### src/rtl/apb_pkg.sv
// Shared types and helpers for the APB manager: FSM state encoding, bus widths
// and the slot-index width helper.
package apb_pkg;

    typedef enum logic [1:0] {
        IDLE   = 2'd0,
        SETUP  = 2'd1,
        ACCESS = 2'd2,
        RESP   = 2'd3
    } apb_state_e;

    localparam int APB_DW = 32;
    localparam int APB_AW = 32;

    // A single subordinate still gets a 1-bit index so vectors never collapse to zero width.
    function automatic int slot_idx_w(input int n);
        if (n > 1) return $clog2(n);
        return 1;
    endfunction

endpackage

### src/rtl/apb_addr_decoder.sv
// Combinational address decoder: maps a byte address onto one of NUM_SLV
// equally sized windows above BASE_ADDR, producing hit, one-hot select and index.
module apb_addr_decoder
    import apb_pkg::*;
#(
    parameter int                NUM_SLV   = 4,
    parameter logic [APB_AW-1:0] BASE_ADDR = 32'h1000_0000,
    parameter int                SLV_WIN_W = 12,
    localparam int               IDX_W     = slot_idx_w(NUM_SLV)
) (
    input  logic [APB_AW-1:0]  addr,
    output logic               hit,
    output logic [NUM_SLV-1:0] sel,
    output logic [IDX_W-1:0]   idx
);

    localparam int SEL_W   = (NUM_SLV > 1) ? IDX_W : 0;
    localparam int TAG_LSB = SLV_WIN_W + SEL_W;

    logic tag_match;
    logic idx_ok;
    logic unused_offset;

    assign tag_match = (addr[APB_AW-1:TAG_LSB] == BASE_ADDR[APB_AW-1:TAG_LSB]);

    generate
        if (NUM_SLV > 1) begin : g_multi
            assign idx = addr[SLV_WIN_W +: IDX_W];
        end else begin : g_single
            assign idx = '0;
        end
    endgenerate

    // Non-power-of-two slot counts leave index codes with no subordinate behind them.
    assign idx_ok = ({{(32-IDX_W){1'b0}}, idx} < 32'(NUM_SLV));
    assign hit    = tag_match && idx_ok;

    always_comb begin
        sel = '0;
        if (hit) sel[idx] = 1'b1;
    end

    assign unused_offset = ^addr[TAG_LSB-1:0];

endmodule

### src/rtl/apb_manager_n.sv
// APB manager bridging a single-transfer CPU bus to NUM_SLV APB subordinates.
// Optional access timeout is compiled in with the APB_TIMEOUT_EN macro.
module apb_manager_n
    import apb_pkg::*;
#(
    parameter int                NUM_SLV     = 4,
    parameter logic [APB_AW-1:0] BASE_ADDR   = 32'h1000_0000,
    parameter int                SLV_WIN_W   = 12,
    parameter int                TIMEOUT_CYC = 255
) (
    input  logic                      PCLK,
    input  logic                      PRESET,
    input  logic                      transfer,
    input  logic                      write,
    input  logic [APB_AW-1:0]         addr,
    input  logic [APB_DW-1:0]         wdata,
    output logic [APB_DW-1:0]         rdata,
    output logic                      ready,
    output logic                      error,
    output logic [APB_AW-1:0]         PADDR,
    output logic                      PWRITE,
    output logic [APB_DW-1:0]         PWDATA,
    output logic                      PENABLE,
    output logic [NUM_SLV-1:0]        PSEL,
    input  logic [NUM_SLV*APB_DW-1:0] PRDATA,
    input  logic [NUM_SLV-1:0]        PREADY,
    output apb_state_e                state
);

    localparam int IDX_W = slot_idx_w(NUM_SLV);

    generate
        if (NUM_SLV < 1 || NUM_SLV > 16) begin : g_bad_num_slv
            $error("apb_manager_n: NUM_SLV must be 1..16");
        end
        if (TIMEOUT_CYC < 1 || TIMEOUT_CYC > 65535) begin : g_bad_timeout
            $error("apb_manager_n: TIMEOUT_CYC must be 1..65535");
        end
    endgenerate

    logic               dec_hit;
    logic [NUM_SLV-1:0] dec_sel;
    logic [IDX_W-1:0]   dec_idx;
    logic [IDX_W-1:0]   idx_q;
    logic               sel_ready;
    logic [APB_DW-1:0]  sel_rdata;
    logic               timed_out;

    apb_addr_decoder #(
        .NUM_SLV   (NUM_SLV),
        .BASE_ADDR (BASE_ADDR),
        .SLV_WIN_W (SLV_WIN_W)
    ) u_decoder (
        .addr (addr),
        .hit  (dec_hit),
        .sel  (dec_sel),
        .idx  (dec_idx)
    );

    always_comb begin
        sel_ready = 1'b0;
        sel_rdata = '0;
        for (int i = 0; i < NUM_SLV; i++) begin
            if (idx_q == i[IDX_W-1:0]) begin
                sel_ready = PREADY[i];
                sel_rdata = PRDATA[APB_DW*i +: APB_DW];
            end
        end
    end

`ifdef APB_TIMEOUT_EN
    localparam logic [15:0] WAIT_LIMIT = 16'(TIMEOUT_CYC - 1);
    logic [15:0] wait_cnt;
    assign timed_out = (wait_cnt == WAIT_LIMIT);
`else
    assign timed_out = 1'b0;
`endif

    // CPU handshake: transfer is a one-cycle strobe honoured only in IDLE; every
    // accepted strobe yields exactly one ready pulse, with error and rdata valid alongside it.
    always_ff @(posedge PCLK or negedge PRESET) begin
        if (!PRESET) begin
            state   <= IDLE;
            idx_q   <= '0;
            PADDR   <= '0;
            PWRITE  <= 1'b0;
            PWDATA  <= '0;
            PENABLE <= 1'b0;
            PSEL    <= '0;
            rdata   <= '0;
            ready   <= 1'b0;
            error   <= 1'b0;
`ifdef APB_TIMEOUT_EN
            wait_cnt <= '0;
`endif
        end else begin
            case (state)
                IDLE: begin
                    if (transfer) begin
                        PADDR  <= addr;
                        PWRITE <= write;
                        PWDATA <= wdata;
                        idx_q  <= dec_idx;
                        if (dec_hit) begin
                            state <= SETUP;
                            PSEL  <= dec_sel;
                        end else begin
                            state <= RESP;
                            ready <= 1'b1;
                            error <= 1'b1;
                            rdata <= '0;
                        end
                    end
                end
                SETUP: begin
                    state   <= ACCESS;
                    PENABLE <= 1'b1;
`ifdef APB_TIMEOUT_EN
                    wait_cnt <= '0;
`endif
                end
                ACCESS: begin
                    // A ready arriving on the timeout cycle still completes normally.
                    if (sel_ready) begin
                        state   <= RESP;
                        PSEL    <= '0;
                        PENABLE <= 1'b0;
                        ready   <= 1'b1;
                        error   <= 1'b0;
                        rdata   <= PWRITE ? '0 : sel_rdata;
                    end else if (timed_out) begin
                        state   <= RESP;
                        PSEL    <= '0;
                        PENABLE <= 1'b0;
                        ready   <= 1'b1;
                        error   <= 1'b1;
                        rdata   <= '0;
                    end
`ifdef APB_TIMEOUT_EN
                    else begin
                        wait_cnt <= wait_cnt + 16'd1;
                    end
`endif
                end
                RESP: begin
                    state <= IDLE;
                    ready <= 1'b0;
                    error <= 1'b0;
                    rdata <= '0;
                end
                default: state <= IDLE;
            endcase
        end
    end

endmodule
### config.mk
export PLATFORM = sky130hd
export DESIGN_NAME = apb_manager_n
export DESIGN_NICKNAME = d
export VERILOG_FILES = /design/src/rtl/apb_pkg.sv /design/src/rtl/apb_addr_decoder.sv /design/src/rtl/apb_manager_n.sv
export SDC_FILE = /design/constraint.sdc
export NUM_CORES = 1
export LEC_CHECK = 0
export CORE_ASPECT_RATIO = 0.8
export CORE_UTILIZATION = 38
export CTS_CLUSTER_SIZE = 16
export DETAILED_ROUTE_END_ITERATION = 6
export PLACE_DENSITY = 0.84
export SLEW_MARGIN = 20
export SYNTH_ARGS = -nofsm -noshare
export SYNTH_HDL_FRONTEND = slang
export SYNTH_SLANG_ARGS = --single-unit
export TNS_END_PERCENT = 5
### constraint.sdc
create_clock -name PCLK -period 2.8 [get_ports PCLK]
set_input_delay 0.56 -clock PCLK [delete_from_list [all_inputs] [get_ports PCLK]]
set_output_delay 0.56 -clock PCLK [all_outputs]
set_load 0.02 [all_outputs]
==> impl_metrics.ini <==
[outcome]
status = complete, no violations

[worst_setup_path]
r2r-start = state[0]$_DFFE_PN0P_
crit_arrival_ps = 1880
cp.required_ps = 2240
cp-startpoint = PADDR[13]$_DFFE_PN0P_
cp-end-kind = primary output
critPathKind = flip-flop to primary output
start_kind = flip-flop
critPathMaxFanout = 36

[timing]
finalSetupViolCount = 0
finalCriticalPeriod_ps = 2440
finClkSkew_ps = 9.18
holdWs_ps = 273
maxSlewHeadroom_pct = 50.0
rsz0062_at_grt = false
hold_viol_final = 0
max_freq_mhz = 410
tightestPinTransition_ps = 751
final.setup.tns_ps = 0
min_period_over_period_pct = 87.1
drv_slew = 0

[routing]
routed_wl_mm = 15.5
drtAntennaViolNets = 0
viasPerCell = 4.97
route.detailed.drc = 0
vias = 4121
first_pass_iters = 4
routedWlPerCell_um = 18.6
initialDrtViolationCount = 119

[yosys]
synth_area_leaders = dfrtp_1, mux2_2, mux4_2
ys_ff_latch = 106
seq_area_frac_synth_pct = 50.3
netlist_instances = 340
netlist_area_um2 = 5270
synth_top_area_share_pct = 50.3
ys_async_sr_fraction_pct = 100
synth_edf_count = 0
synth_ff_type = dfrtp_1
ys_warn_count = 0
synth_fp_nets = 545
synthTopCellsByCount = dfrtp_1, mux2_2, nor2b_1
yosysUniqueCellTypes = 33
syn-mean-instance-area_um2 = 15.5
netlist.top_cell.by_area = dfrtp_1
yosysMostFrequentCell = dfrtp_1

[cells_and_area]
drive_above_1_share_pct = 24.5
area_growth_pct = 68.2
n_antenna_cell = 0
final_nets = 850
fin_util_pct = 65.4
fin_cells = 830

[clocking]
cts-buffers-inserted = 9
cts_sinks = 106
cts.clk_slew.worst_paths_ps = 70
cts_setup_buffers = 0
ctsHoldBuffers = 0
clock_tree.root_cell = clkbuf_16
insertion_delay_ps = 340
cts_resized = 0
h-tree-depth = 3
cts_tree = built
cts_max_path_buffers = 2

[placement]
post-dp-hpwl_mm = 11.9
portBuffers = 305
gp_congestion = 0.745
post-place-cells = 814

[die]
rows = 38
die_w_um = 134
coreArea_um2 = 13600
dieArea_um2 = 14300
initial_core_util_pct = 38.9
io_pins = 306
die_y_um = 107

[grt]
grt_max_degree = 57
antenna_found_initial = 0
grt_usage_pct = 21.9
grt.overflow.total = 0
grt_pass1_wl_mm = 24.1
grt_pass1_vias = 4513

[run]
maxCapViolCount = 0

[pwr]
ir_drop_v = 0.000692
p_sw_share_pct = 36.4
pwr-share-clk_pct = 13.8
p_sw_mw = 3.46
combPwrFrac_pct = 57.7
p_seq_share_pct = 28.5
power_leakage_nw = 3.66
p_int_mw = 6.05
power_density_nw_per_um2 = 1070

[hold_path]
min_path_type = input port to async pin
## final cells by class
| class | count | area [um2] |
|---|---|---|
| clock buffer | 11 | 253 |
| fill | 989 | 4690 |
| multi-input combinational | 206 | 2480 |
| inverter | 7 | 26.3 |
| sequential | 106 | 2650 |
| timing repair buffer | 315 | 3160 |
| clock inverter | 5 | 60.1 |
| tap | 180 | 225 |
## through the flow
step / power, mW / area, um2 / setup slack (ps)
floorplan: 5.90 / 5270 / 345
global placement: 8.08 / 8550 / 142
detailed placement: 8.23 / 8550 / 128
CTS: 9.59 / 8860 / 348
global route: 10.0 / 8860 / 253
finish: 9.50 / 8860 / 362
## layout by cell type (no fill, tap or decap), types with 5 or more instances in the layout
cell / instances
dfrtp_1: 105
clkdlybuf4s50_1: 304
inv_1: 7
mux2_2: 67
clkbuf_16: 9
mux4_2: 32
mux2_4: 29
ha_1: 5
nor2b_1: 34
buf_4: 8
## sequential cells by signal, indices dropped and copies added (netlist names)
| register | flops |
|---|---|
| ready | 1 |
| PWDATA | 32 |
| error | 1 |
| PSEL | 4 |
| state | 2 |
| PADDR | 32 |
| PENABLE | 1 |
| rdata | 32 |
| PWRITE | 1 |
## metal layers
| layer | GRT usage [%] | part of all wire [%] | vias to the layer above |
|---|---|---|---|
| li1 | - | - | 1871 |
| met1 | 25.9 | 40 | 2067 |
| met2 | 38.8 | 52 | 169 |
| met3 | 6.26 | 7.6 | 14 |
| met4 | 5.76 | 1.2 | 0 |
| met5 | 0 | 0 | - |
## critical path: stages (launching register included)
cell and delay [ps]:
dfrtp_1 370, buf_4 460, clkdlybuf4s50_1 710
## cell families (layout without fill, tap and decap cells)
family,count (synthesis),after routing,share of synthesized area [%]
adders and majority gates,5,5,1.19
muxes,131,131,36.8
AOI/OAI and AO/OA,15,15,2.54
buffers and inverters,28,338,2.59
and+or+nand+nor,55,55,6.51
DFF,106,106,50.3
## final timing paths
kind | to | slack (ps) | depth (start not counted)
hold reg to reg | PENABLE$_DFFE_PN0P_ | 500 | 1
min in group PCLK | PENABLE$_DFFE_PN0P_ | 500 | 1
setup reg to reg | rdata[31]$_DFFE_PN0P_ | 380 | 7
hold / removal | rdata[16]$_DFFE_PN0P_ | 270 | 1
setup / recovery | PADDR[13] | 360 | 2
max in group asynchronous | rdata[6]$_DFFE_PN0P_ | 1720 | 2
## power by group through the flow
stage	Combinational [mW]	Clock, mW	Sequential [mW]
6_report	5.48	1.31	2.71
5_1_grt	5.80	1.41	2.79
4_1_cts	5.53	1.35	2.71
3_5_place_dp	5.50	0	2.73
3_3_place_gp	5.40	0	2.69
2_1_floorplan	2.33	0	3.56
(Power assumes the default switching activity.)
